$ cat src/rtl/upsample_if.sv
// Buffer-side bus of the upsample controller: BUF2 read strobes, BUF1 write strobes and crossbar route.
// With UPSAMPLE_ZERO_INSERT_EN defined the bus also carries dst_w_zero.
interface upsample_if #(
   parameter int N_PE   = 8,
   parameter int ADDR_W = 16
);
   logic [N_PE-1:0]   src_r_en;
   logic [ADDR_W-1:0] src_r_addr;
   logic [N_PE-1:0]   dst_w_en;
   logic [ADDR_W-1:0] dst_w_addr;
   logic [1:0]        aybz_azby;
`ifdef UPSAMPLE_ZERO_INSERT_EN
   logic              dst_w_zero;
`endif

   modport master (
      output src_r_en, src_r_addr, dst_w_en, dst_w_addr, aybz_azby
`ifdef UPSAMPLE_ZERO_INSERT_EN
      , output dst_w_zero
`endif
   );

   modport slave (
      input src_r_en, src_r_addr, dst_w_en, dst_w_addr, aybz_azby
`ifdef UPSAMPLE_ZERO_INSERT_EN
      , input dst_w_zero
`endif
   );
endinterface

$ cat src/rtl/upsample.sv
// Nearest-neighbour upsample controller: BUF2 reads -> BUF1 writes, one output pixel per cycle.
// Optional zero-insert mode is enabled by defining UPSAMPLE_ZERO_INSERT_EN.
module upsample #(
   parameter int N_PE   = 8,
   parameter int ADDR_W = 16,
   parameter int DIM_W  = 16
) (
   input  logic             clk,
   input  logic             rst,
   input  logic             start,
   input  logic [DIM_W-1:0] cfg_data_ch,
   input  logic [DIM_W-1:0] cfg_data_wid,
   input  logic [DIM_W-1:0] cfg_data_hei,
   input  logic [3:0]       cfg_up_horiz,
   input  logic [3:0]       cfg_up_vert,
`ifdef UPSAMPLE_ZERO_INSERT_EN
   input  logic             cfg_zero_ins,
`endif
   output logic [DIM_W-1:0] cfg_out_wid,
   output logic [DIM_W-1:0] cfg_out_hei,
   output logic             done,
   upsample_if.master       bus
);
   localparam int LOG_N_PE = $clog2(N_PE);
   localparam int PW       = 2 * DIM_W;

   typedef enum logic [1:0] {IDLE, S_CB, S_CB_I} state_t;
   state_t state, state_nxt;

   logic [DIM_W-1:0]    cb, ox, ix, iy;
   logic [3:0]          hc, vc;
   logic [PW-1:0]       k;
   logic [3:0]          uhe, uve;
   logic [PW-1:0]       is_sz, os_sz;
   logic [DIM_W-1:0]    cbe;
   logic [LOG_N_PE-1:0] rem;
   logic                last_blk, rd_more, pix_vld, rd_fire, anchor;
   logic                blk_adv, job_end;
   logic [N_PE-1:0]     lane_mask;
   logic [ADDR_W-1:0]   src_addr, dst_addr;

   assign uhe         = (cfg_up_horiz == 4'd0) ? 4'd1 : cfg_up_horiz;
   assign uve         = (cfg_up_vert  == 4'd0) ? 4'd1 : cfg_up_vert;
   assign cfg_out_wid = cfg_data_wid * DIM_W'(uhe);
   assign cfg_out_hei = cfg_data_hei * DIM_W'(uve);
   assign is_sz       = PW'(cfg_data_wid) * PW'(cfg_data_hei);
   assign os_sz       = PW'(cfg_out_wid) * PW'(cfg_out_hei);

   // A partial trailing block of channels gets its own pass with a narrowed lane mask.
   assign rem       = cfg_data_ch[LOG_N_PE-1:0];
   assign cbe       = (cfg_data_ch >> LOG_N_PE) + DIM_W'(rem != '0);
   assign last_blk  = (cb + DIM_W'(1)) == cbe;
   assign lane_mask = (last_blk && rem != '0) ?
                      ((N_PE'(1) << rem) - N_PE'(1)) : '1;

   assign rd_more = (state == S_CB_I) && (k < os_sz);
   assign pix_vld = rd_more;
   assign anchor  = (hc == 4'd0) && (vc == 4'd0);
`ifdef UPSAMPLE_ZERO_INSERT_EN
   assign rd_fire = pix_vld && (!cfg_zero_ins || anchor);
`else
   assign rd_fire = pix_vld;
`endif

   assign src_addr = ADDR_W'(is_sz * PW'(cb) + PW'(iy) * PW'(cfg_data_wid) + PW'(ix));
   assign dst_addr = ADDR_W'(os_sz * PW'(cb) + k);

   always_ff @(posedge clk or negedge rst) begin
      if (!rst) state <= IDLE;
      else      state <= state_nxt;
   end

   always_comb begin
      state_nxt      = state;
      blk_adv        = 1'b0;
      job_end        = 1'b0;
      bus.src_r_en   = '0;
      bus.src_r_addr = '0;
      case (state)
         IDLE:   if (start) state_nxt = S_CB;
         S_CB: begin
            if (last_blk) begin
               job_end   = 1'b1;
               state_nxt = IDLE;
            end else begin
               blk_adv   = 1'b1;
               state_nxt = S_CB_I;
            end
         end
         // Extra cycle after the last read lets the write stage drain.
         S_CB_I: if (!rd_more) state_nxt = S_CB;
         default: state_nxt = IDLE;
      endcase
      if (rd_fire) begin
         bus.src_r_en   = lane_mask;
         bus.src_r_addr = src_addr;
      end
   end

   assign bus.aybz_azby = 2'b10;

   // Source index walk: ix/iy advance only when the replication counters wrap.
   always_ff @(posedge clk or negedge rst) begin
      if (!rst) begin
         cb   <= '1;
         k    <= '0;
         ox   <= '0;
         ix   <= '0;
         iy   <= '0;
         hc   <= '0;
         vc   <= '0;
         done <= 1'b0;
      end else begin
         done <= job_end;
         if (job_end) cb <= '1;
         if (blk_adv) begin
            cb <= cb + DIM_W'(1);
            k  <= '0;
            ox <= '0;
            ix <= '0;
            iy <= '0;
            hc <= '0;
            vc <= '0;
         end else if (pix_vld) begin
            k <= k + PW'(1);
            if (ox == cfg_out_wid - DIM_W'(1)) begin
               ox <= '0;
               ix <= '0;
               hc <= '0;
               if (vc == uve - 4'd1) begin
                  vc <= '0;
                  iy <= iy + DIM_W'(1);
               end else begin
                  vc <= vc + 4'd1;
               end
            end else begin
               ox <= ox + DIM_W'(1);
               if (hc == uhe - 4'd1) begin
                  hc <= '0;
                  ix <= ix + DIM_W'(1);
               end else begin
                  hc <= hc + 4'd1;
               end
            end
         end
      end
   end

   always_ff @(posedge clk or negedge rst) begin
      if (!rst) begin
         bus.dst_w_en   <= '0;
         bus.dst_w_addr <= '0;
`ifdef UPSAMPLE_ZERO_INSERT_EN
         bus.dst_w_zero <= 1'b0;
`endif
      end else begin
         bus.dst_w_en   <= pix_vld ? lane_mask : '0;
         bus.dst_w_addr <= pix_vld ? dst_addr : '0;
`ifdef UPSAMPLE_ZERO_INSERT_EN
         bus.dst_w_zero <= pix_vld && cfg_zero_ins && !anchor;
`endif
      end
   end
endmodule

$ cat src/flat_wrapper.sv
// flat-port wrapper written by rule: the top's interface ports become plain ports
module upsample_flat 
#(
   parameter int N_PE   = 8,
   parameter int ADDR_W = 16,
   parameter int DIM_W  = 16
)
  (clk, rst, start, cfg_data_ch, cfg_data_wid, cfg_data_hei, cfg_up_horiz, cfg_up_vert, cfg_out_wid, cfg_out_hei, done, bus_src_r_en, bus_src_r_addr, bus_dst_w_en, bus_dst_w_addr, bus_aybz_azby);
  upsample_if #(.N_PE(N_PE), .ADDR_W(ADDR_W)) bus_i ();
  input  logic clk;
  input  logic rst;
  input  logic start;
  input  logic [DIM_W-1:0] cfg_data_ch;
  input  logic [DIM_W-1:0] cfg_data_wid;
  input  logic [DIM_W-1:0] cfg_data_hei;
  input  logic [3:0] cfg_up_horiz;
  input  logic [3:0] cfg_up_vert;
  output logic [DIM_W-1:0] cfg_out_wid;
  output logic [DIM_W-1:0] cfg_out_hei;
  output logic done;
  output wire logic [$bits(bus_i.src_r_en)-1:0] bus_src_r_en;
  output wire logic [$bits(bus_i.src_r_addr)-1:0] bus_src_r_addr;
  output wire logic [$bits(bus_i.dst_w_en)-1:0] bus_dst_w_en;
  output wire logic [$bits(bus_i.dst_w_addr)-1:0] bus_dst_w_addr;
  output wire logic [$bits(bus_i.aybz_azby)-1:0] bus_aybz_azby;
  assign bus_src_r_en = bus_i.src_r_en;
  assign bus_src_r_addr = bus_i.src_r_addr;
  assign bus_dst_w_en = bus_i.dst_w_en;
  assign bus_dst_w_addr = bus_i.dst_w_addr;
  assign bus_aybz_azby = bus_i.aybz_azby;
  upsample #(.N_PE(N_PE), .ADDR_W(ADDR_W), .DIM_W(DIM_W)) u_core (.clk(clk), .rst(rst), .start(start), .cfg_data_ch(cfg_data_ch), .cfg_data_wid(cfg_data_wid), .cfg_data_hei(cfg_data_hei), .cfg_up_horiz(cfg_up_horiz), .cfg_up_vert(cfg_up_vert), .cfg_out_wid(cfg_out_wid), .cfg_out_hei(cfg_out_hei), .done(done), .bus(bus_i));
endmodule
$ cat config.mk
export PLATFORM = sky130hd
export DESIGN_NAME = upsample_flat
export DESIGN_NICKNAME = d
export VERILOG_FILES = /design/src/rtl/upsample_if.sv /design/src/rtl/upsample.sv /design/src/flat_wrapper.sv
export SDC_FILE = /design/constraint.sdc
export NUM_CORES = 2
export LEC_CHECK = 0
export BUFFER_PORTS_ARGS = -buffer_cell sky130_fd_sc_hd__buf_2
export CORE_MARGIN = 10
export CORE_UTILIZATION = 60
export CTS_CLUSTER_SIZE = 40
export DETAILED_ROUTE_END_ITERATION = 6
export PLACE_DENSITY = 0.78
export REMOVE_ABC_BUFFERS = 1
export SLEW_MARGIN = 20
export SYNTH_ARGS = -nofsm -noshare
export SYNTH_HDL_FRONTEND = slang
export SYNTH_SLANG_ARGS = --single-unit
$ cat constraint.sdc
create_clock -name clk -period 36.9 [get_ports clk]
set_clock_uncertainty 0.1 [all_clocks]
set_input_delay 11.07 -clock clk [delete_from_list [all_inputs] [get_ports clk]]
set_output_delay 11.07 -clock clk [all_outputs]
set_load 0.005 [all_outputs]
==> out/results.tsv <==
stage	metric	value	unit
status	status	completed	
clock_tree	clk_lat worst skew	0.44	ns
timing	RSZ-0062 raised after global routing	no	
critical_path	crit start category	input pin	
critical_path	worst r2r src	u_core.cb[2]	
synthesis	synth top area cells	fa_1 (33%), ha_1 (13%), inv_1 (9.1%), dfrtp_1 (7.8%), and2_1 (6.2%)	
die	Die X	269	um
cells_and_area	Core Util, Final	0.634	
critical_path	Max stage delay on crit path	0.69	ns
synthesis	Ys Warns	0	
cells_and_area	Area Overhead vs Synth	5.11	%
cells_and_area	filler instances	5201	
timing	Worst Tran Pin Value	1.15	ns
route	via density per instance	5.71	
clock_tree	PostCTS Resize Cnt	0	
synthesis	flop and latch count out of synthesis	131	
clock_tree	clock buffer count from CTS	17	
synthesis	Post-Syn Area	37100	sq um
synthesis	post-synthesis sequential area ratio	0.0889	
route	total number of vias	29600	
critical_path	Required @ worst endpoint	25.73	ns
cells_and_area	share of cells above drive strength 1	0.0597	
timing	Final TNS setup	0	ns
route	wire per inst	18.7	um
cells_and_area	layout net count	5424	
synthesis	top_reg_cell synth	dfrtp_1	
clock_tree	CTS H-tree depth	4	
global_route	vias in the first global route	30400	
synthesis	number of synthesized flops with an enable pin	0	
route	starting DRC count in detailed routing	2349	
placed_design	port bufs	139	
critical_path	Worst EP arrival	23.86	ns
timing	crit path time final	35.03	ns
critical_path	Worst Setup SP	cfg_data_hei[0]	
timing	FMAX	28.5	MHz
timing	Fin. Hold Viols	0	
timing	Finish-stage setup viols	0	
placed_design	gpl congestion	0.962	
die	Core ar.	61500	sq um
critical_path	R2R Path End	u_core.bus.dst_w_addr[15]	
route	antenna-violating nets left	0	
synthesis	FFs w/ async S/R, synth	1.00	
critical_path	cell mode on critical path	fa_1	
die	Initial Utilization	0.603	
global_route	total track usage	0.275	
clock_tree	number of hold buffers added after cts	0	
route	Post-Route WL	97100	um
critical_path	R2R Setup Slk	30.14	ns
synthesis	top-area cell type share of the netlist area	0.333	
synthesis	Mapped Cells	4371	
synthesis	Avg Synthesized Cell Area	8.49	sq um
placed_design	dpl hpwl	75400	um
timing	final slew viol count	0	
die	# IOs	142	
synthesis	Synth cell types	88	
worst_hold_path	Hold EP	u_core.state[0]	
clock_tree	Worst-path clk slew	0.06	ns
die	Die Y	269	um
critical_path	worst-path fanout max	32	
clock_tree	Root Driver	clkbuf_16	
global_route	first-pass GRT wire length	159000	um
cells_and_area	commonest non-fill, non-tap cell in the layout	inv_1	
die	site row count	91	
timing	fin crit share	0.949	
worst_hold_path	hold_sp	u_core.state[0]	
global_route	largest net degree at the start of global routing	74	
cells_and_area	commonest cells after routing, fill and taps aside	inv_1 (897), fa_1 (616), nand2_1 (533), ha_1 (373), and2_1 (369)	
timing	slew margin rel.	0.236	
clock_tree	CTS tree	built	
run	Max-Cap Viols	0	
clock_tree	CTS max path bufs	2	
critical_path	Register-to-Register Path Depth	19	
synthesis	cell taking the most area after synthesis	fa_1	
route	TritonRoute pass-1 iters	6	
route	DRC viols	0	
worst_hold_path	hold path cells	1	
global_route	initial antenna violation count	8	
cells_and_area	register area	3300	sq um
critical_path	Worst setup EP type	primary output	
die	die area	72200	sq um
critical_path	slowest CP cell	or2_2	
worst_hold_path	Hold WC Path Type	reg -> reg	
critical_path	Worst Setup Path Type	in -> out	
clock_tree	Sink Count	131	
global_route	gr ovfl total	0	
clock_tree	postcts setup bufs	0	
cells_and_area	multi-input logic area	29700	sq um
-- cells in the mapped netlist, types with 16 or more instances --
cell type / instances
o21ai_0: 71
nor3_1: 35
nand2b_1: 35
xnor2_1: 198
ha_1: 373
dfstp_2: 16
inv_1: 897
nand4_1: 40
a21oi_1: 120
o31ai_1: 17
fa_1: 616
dfrtp_1: 115
and2_1: 370
o21bai_1: 17
or3_1: 23
a31oi_1: 20
nor2_1: 214
xor2_1: 70
and3_1: 48
nand2_1: 533
nor2b_1: 22
a21o_1: 29
clkbuf_1: 178
nand3_1: 71
o21a_1: 18
-- cells by family (layout without fill, tap and decap cells) --
kind of cell               Yosys count  after routing  share of synthesized area
AOI/OAI and AO/OA                  393            393                     0.0687
buffers and inverters             1103           1121                      0.112
muxes                                8              8                    0.00219
DFF                                131            131                     0.0889
and+or+nand+nor                   1458           1458                      0.195
other                                2              6                   0.000202
xor gates and xnor gates           287            287                     0.0748
adders and majority gates          989            989                      0.458
-- final cells by class --
class,count,area share
sequential,131,0.0846
clock inverter,15,0.00395
antenna,4,0.000257
multi-input combinational,3137,0.761
inverter,906,0.0872
timing repair buffer,183,0.0267
clock buffer,17,0.0109
tap,790,0.0254
-- critical path, delay by kind of cell --
kind            cells  cell delay [ns]
simple gates       10             2.34
fa+ha+maj          11             4.60
xor+xnor            2             0.80
buf+inv             9             1.71
compound gates     16             3.26
-- per-stage QoR --
stage	instance area [sq um]	setup WS, ns	instances	hold slack, ns
4_1_cts	39000	2.02	5179	0.431
3_5_place_dp	38400	2.07	5147	0.422
6_report	39000	1.87	5183	0.426
2_1_floorplan	36300	3.80	4174	0.349
5_1_grt	39000	1.07	5183	0.474
3_3_place_gp	38400	2.53	5146	0.425
-- sequential cells by signal (all words and copies together), names as in the netlist --
register               count
u_core.ix                 16
u_core.ox                 16
u_core.k                  32
u_core.bus.dst_w_en        8
u_core.vc                  4
u_core.hc                  4
u_core.iy                 16
u_core.done                1
u_core.cb                 16
u_core.state               2
u_core.bus.dst_w_addr     16
-- worst max path at each step --
stage	end	slack (ns)
detailed placement	bus_src_r_addr[3]	2.07
floorplan	bus_src_r_addr[15]	3.80
finish	bus_src_r_addr[3]	1.87
global placement	bus_src_r_en[5]	2.53
global route	bus_src_r_addr[3]	1.07
CTS	bus_src_r_addr[3]	2.02
-- layer usage --
| layer | global-route usage | part of all wire |
|---|---|---|
| met5 | 0 | 0.00028 |
| met2 | 0.471 | 0.49 |
| met4 | 0.0887 | 0.031 |
| met1 | 0.360 | 0.41 |
| met3 | 0.0329 | 0.070 |
Power is not shown: default switching activity piles up to over one toggle a cycle in this logic, so the estimate is an artifact.
